--- config.mk ---
export PLATFORM = sky130hd
export DESIGN_NAME = quad_decoder_8bit
export DESIGN_NICKNAME = d
export VERILOG_FILES = /design/src/rtl/quad_decoder_8bit.sv
export SDC_FILE = /design/constraint.sdc
export NUM_CORES = 1
export LEC_CHECK = 0
export BUFFER_PORTS_ARGS = -buffer_cell sky130_fd_sc_hd__buf_2
export CORE_MARGIN = 1.5
export CORE_UTILIZATION = 50
export CTS_CLUSTER_SIZE = 8
export DETAILED_ROUTE_END_ITERATION = 16
export PLACE_DENSITY = 0.77
export SYNTH_ARGS = -nofsm -noshare
export SYNTH_HDL_FRONTEND = slang
export SYNTH_SLANG_ARGS = --single-unit
--- constraint.sdc ---
create_clock -name clk -period 2.5 [get_ports clk]
set_clock_uncertainty 0.2 [all_clocks]
set_input_delay 0.25 -clock clk [delete_from_list [all_inputs] [get_ports clk]]
set_output_delay 0.25 -clock clk [all_outputs]
set_load 0.02 [all_outputs]
--- src/rtl/quad_decoder_8bit.sv ---
// Quadrature encoder decoder with 8-bit wrap-around position counter.
//
// Each encoder channel is synchronized through a SYNC_STAGES-deep flop chain,
// then debounced by a glitch filter that only accepts a new level once it has
// been stable for FILT_CYCLES consecutive clocks. The filtered pair {a,b} is
// compared against the previous filtered state to classify each change as an
// up step, a down step, or an illegal (both-bits) transition.
//
// Ports:
//   clk      in   single clock, rising-edge
//   rst      in   synchronous active-high reset
//   enc_a    in   quadrature channel A (asynchronous)
//   enc_b    in   quadrature channel B (asynchronous)
//   en       in   count enable
//   clr      in   synchronous clear of position and err
//   position out  8-bit wrap-around position count
//   step     out  one-cycle pulse per accepted valid transition
//   dir      out  direction of last accepted transition (1 up, 0 down)
//   err      out  sticky illegal-transition flag
module quad_decoder_8bit #(
  parameter int SYNC_STAGES = 2,
  parameter int FILT_CYCLES = 4
) (
  input  logic       clk,
  input  logic       rst,
  input  logic       enc_a,
  input  logic       enc_b,
  input  logic       en,
  input  logic       clr,
  output logic [7:0] position,
  output logic       step,
  output logic       dir,
  output logic       err
);

  localparam int WARM_CYCLES = SYNC_STAGES + FILT_CYCLES + 1;
  localparam int WARM_W      = $clog2(WARM_CYCLES + 1);

  // Forward (up) sequence: 00 -> 10 -> 11 -> 01 -> 00
  function automatic logic [1:0] fwd_next(input logic [1:0] s);
    case (s)
      2'b00:   fwd_next = 2'b10;
      2'b10:   fwd_next = 2'b11;
      2'b11:   fwd_next = 2'b01;
      default: fwd_next = 2'b00;
    endcase
  endfunction

  // Modulo-256 position update; wrap-around is intentional.
  function automatic logic [7:0] wrap_step(input logic [7:0] pos, input logic up);
    wrap_step = up ? (pos + 8'd1) : (pos - 8'd1);
  endfunction

  // Stage p0: input synchronizers (first flop samples the raw pin)
  logic [SYNC_STAGES-1:0] sync_a_p0;
  logic [SYNC_STAGES-1:0] sync_b_p0;

  always_ff @(posedge clk) begin
    if (rst) begin
      sync_a_p0 <= '0;
      sync_b_p0 <= '0;
    end else begin
      sync_a_p0 <= {sync_a_p0[SYNC_STAGES-2:0], enc_a};
      sync_b_p0 <= {sync_b_p0[SYNC_STAGES-2:0], enc_b};
    end
  end

  logic sa_p0;
  logic sb_p0;
  assign sa_p0 = sync_a_p0[SYNC_STAGES-1];
  assign sb_p0 = sync_b_p0[SYNC_STAGES-1];

  // Stage p1: glitch filters
  logic       filt_a_p1;
  logic       filt_b_p1;
  logic [3:0] cnt_a_p1;
  logic [3:0] cnt_b_p1;

  always_ff @(posedge clk) begin
    if (rst) begin
      filt_a_p1 <= 1'b0;
      filt_b_p1 <= 1'b0;
      cnt_a_p1  <= 4'd0;
      cnt_b_p1  <= 4'd0;
    end else begin
      if (sa_p0 == filt_a_p1) begin
        cnt_a_p1 <= 4'd0;
      end else if (cnt_a_p1 == 4'(FILT_CYCLES - 1)) begin
        filt_a_p1 <= sa_p0;
        cnt_a_p1  <= 4'd0;
      end else begin
        cnt_a_p1 <= cnt_a_p1 + 4'd1;
      end

      if (sb_p0 == filt_b_p1) begin
        cnt_b_p1 <= 4'd0;
      end else if (cnt_b_p1 == 4'(FILT_CYCLES - 1)) begin
        filt_b_p1 <= sb_p0;
        cnt_b_p1  <= 4'd0;
      end else begin
        cnt_b_p1 <= cnt_b_p1 + 4'd1;
      end
    end
  end

  // Transition classification against the last filtered state
  logic [1:0] cur_st;
  logic [1:0] last_st_p2;
  logic       is_up;
  logic       is_dn;
  logic       is_bad;

  always_comb begin
    cur_st = {filt_a_p1, filt_b_p1};
    is_up  = (cur_st == fwd_next(last_st_p2));
    is_dn  = (last_st_p2 == fwd_next(cur_st));
    is_bad = ((cur_st ^ last_st_p2) == 2'b11);
  end

  // Stage p2: last-state tracking, position and status outputs
  logic [WARM_W-1:0] warm_cnt;

  always_ff @(posedge clk) begin
    if (rst) begin
      last_st_p2 <= 2'b00;
      warm_cnt   <= WARM_W'(WARM_CYCLES);
      position   <= 8'h00;
      step       <= 1'b0;
      dir        <= 1'b1;
      err        <= 1'b0;
    end else begin
      // Last state always follows the filter so that re-enabling or clearing
      // never produces a catch-up step.
      last_st_p2 <= cur_st;
      step       <= 1'b0;
      if (warm_cnt != '0) begin
        warm_cnt <= warm_cnt - WARM_W'(1);
      end
      if (clr) begin
        position <= 8'h00;
        err      <= 1'b0;
      end else if (warm_cnt == '0) begin
        if (is_bad) begin
          err <= 1'b1;
        end else if (en && (is_up || is_dn)) begin
          position <= wrap_step(position, is_up);
          step     <= 1'b1;
          dir      <= is_up;
        end
      end
    end
  end

endmodule

==> metrics.md <==
| Metric | Value |
|---|---|
| Placed inst area | `0.00152 mm^2` |
| CP Launch Type | `register` |
| Clock Power Share | `0.361` |
| Mapped cell area | `0.00140 mm^2` |
| Synth Flop Type | `dfxtp_1` |
| Clk_lat worst skew | `0.32 ns` |
| Pre-CTS setup slack | `0.0249 ns` |
| Initial core utilization | `0.544` |
| Most common cell after layout, fill and taps aside | `dfxtp_1` |
| CTS clock-pin slew for the worst setup and hold paths | `0.09 ns` |
| Hold Crit Class | `in2reg` |
| Diodes inserted | `0` |
| RR Startpoint | `filt_a_p1` |
| Post-Synth Simple-Gate Area | `0.185` |
| Post-route ant nets | `0` |
| F_max | `431 MHz` |
| Worst setup EP type | `register` |
| Die Y | `55.8 um` |
| Synth-to-Final Area Change | `15.0%` |
| Cells after DPL | `200` |
| Adder-cell share of the synthesized area | `0.113` |
| Largest net degree at the start of global routing | `18` |
| DRT iter0 DRCs | `16` |
| Die area | `0.00312 mm^2` |
| Worst setup margin | `0.178 ns` |
| Hold WS | `0.0229 ns` |
| Syn_area_per_cell | `9.07 um^2` |
| CTS Buf Count | `5` |
| Slew Viols, Final | `0` |
| Clock buffer depth | `2` |
| Setup TNS | `0 ns` |
| DRC | `0` |
| Worst vdd rail ir drop | `0.387 mV` |
| Number of synthesized flops with an enable pin | `0` |
| Period utilization | `0.929` |
| Syn Nets | `172` |
| Crit path DAT | `2.38 ns` |
| Final Setup Violations | `0` |
| Final net count | `197` |
| Switching power | `0.184 mW` |
| Total wire length | `2650 um` |
| Crit path from | `filt_a_p1` |
| Core ar. | `0.00257 mm^2` |
| RD Place Congestion | `0.741` |
| Final hold violations | `0` |
| Finished Core Util | `0.625` |
| Critical path class | `reg2reg` |
| Post-layout minimum cycle time | `2.32 ns` |
| Io pins | `17` |
| Tot GR Track Use | `0.190` |
| Main combinational cell family by area after synthesis | `simple AND/OR/NAND/NOR gates` |
| Internal | `0.637 mW` |
| DR vias | `1095` |
| Share of layout cells above drive strength 1 | `0.161` |
| Via density | `5.21` |
| Data required, critical path | `2.56 ns` |
| Leakage | `0.684 nW` |
| H-Tree Level Count | `2` |
| R2r setup slk | `0.18 ns` |
| Clock net sink count | `30` |
| Drt wl/cell | `12.6 um` |
| Worst slew pin tran | `0.565 ns` |
| Post-synth cell types | `26` |
| Compound-Gate Fraction of Synth Area | `0.0977` |
| Row Count | `18` |
| Mux cell area share after synthesis | `0.0287` |
| Post-Synth XOR/XNOR Area | `0.113` |
| CTS root buffer | `clkbuf_4` |
| MaxCap Viol Count | `0` |
| Number of global-route vias before repair | `1041` |
| Post-synthesis sequential area ratio | `0.430` |
| Die Width | `55.8 um` |
| First-pass GRT wire length | `4590 um` |
| Register share of total power | `0.597` |
| Sw frac | `0.224` |
| Total Power | `0.822 mW` |
| RR Endpoint | `position[7]` |
| TritonRoute pass-1 iters | `4` |
| Syn. warnings | `0` |
| RSZ-0062 raised after global routing | `no` |
| Design Area, Final | `0.00161 mm^2` |
| Grt ovf | `0` |
| FF-to-FF path depth | `9` |
| Rel. slew slack | `0.622` |
| FFs w/ async S/R, synth | `0` |
| Combinational Power Share | `0.042` |
| CTS tree | `built` |
| Cell count after synthesis | `154` |
| Register bit total from synthesis | `30` |
| Post-DP HPWL | `1940 um` |
| Initial antenna violation count | `0` |
| Port bufs | `16` |
| Status | `complete, no violations` |
| Non-filler cells, final | `210` |
| CP Max Fanout | `7` |
| PD cells | `512 mW/mm^2` |
| Setup crit end | `position[7]` |
| Most frequent cells in the layout | `29 x dfxtp_1, 20 x nor2_1, 16 x buf_2, 12 x xnor2_1, 12 x nand2_1` |
## critical path, stage by stage, from the launching register on
cell and delay [ns]:
dfxtp_2 0.36, xnor2_1 0.14, nor2_2 0.15, inv_2 0.10
ha_1 0.32, a211oi_1 0.27, o21ai_1 0.12, a31oi_1 0.17
mux2i_1 0.24, mux2i_1 0.19
## area by class of cell
class / instances / area (um^2)
fillers: 229 / 962
multi-input cells: 112 / 753
flip-flops and latches: 30 / 602
repair buffers: 20 / 115
clock buffers: 7 / 55.1
inverters: 10 / 37.5
well taps: 30 / 37.5
clock inverters: 1 / 5.00
## power by group through the flow
stage / Clock (mW) / Combinational, mW / Sequential (mW)
5_1_grt: 0.326 / 0.0393 / 0.492
3_3_place_gp: 0 / 0.0297 / 0.501
4_1_cts: 0.306 / 0.0353 / 0.490
6_report: 0.297 / 0.0346 / 0.490
2_1_floorplan: 0 / 0.0215 / 0.500
3_5_place_dp: 0 / 0.0326 / 0.501
## sequential cells by signal, indices dropped and copies added, names as in the netlist
signal / cells
step: 1
sync_b_p0: 2
warm_cnt: 3
sync_a_p0: 2
last_st_p2: 2
dir: 1
filt_b_p1: 1
cnt_a_p1: 4
cnt_b_p1: 4
err: 1
position: 8
filt_a_p1: 1
## how the worst min path moves through the flow
stage,from,to,cells past startpoint
after global placement,sync_b_p0[0],sync_b_p0[1],1
final,clr,dir,3
after CTS,clr,dir,3
after floorplan,rst,sync_a_p0[1],1
after global routing,clr,dir,3
after detailed placement,cnt_b_p1[0],cnt_b_p1[0],1
## Yosys cell counts (4+ instances only)
cell | number | area (um^2)
a21oi_1 | 10 | 50.1
or3_1 | 4 | 25.0
nand2_1 | 12 | 45.0
inv_1 | 10 | 37.5
xnor2_1 | 12 | 105
ha_1 | 11 | 138
nor2b_1 | 6 | 37.5
o21ai_0 | 4 | 20.0
nand2b_1 | 4 | 25.0
xor2_1 | 6 | 52.6
nor2_1 | 21 | 78.8
mux2i_1 | 4 | 40.0
dfxtp_1 | 30 | 601
## metal layers
metal | track usage | vias up | routed length [um]
li1 | - | 561 | -
met1 | 0.237 | 510 | 1200
met2 | 0.310 | 16 | 1300
met3 | 0.0512 | 8 | 100
met4 | 0.0816 | 0 | 53
met5 | 0 | - | 0
## repair_timing
action	CTS	global route
gates resized for setup	1	3
setup buffers	0	0
endpoints found under the hold margin	2	0
pin swaps	0	1
setup endpoints to repair	1	1
hold buffers	2	0
## kinds of logic (layout without fill, tap and decap cells)
kind of cell	Yosys count	after routing
flip-flops	30	30
AND/OR/NAND/NOR	55	55
XOR/XNOR	18	18
multiplexers	4	4
AO/OA/AOI/OAI	23	23
adder cells (fa/ha/maj)	12	12
buffers and inverters	12	38
No activity file was read; power rests on OpenSTA's default activity.
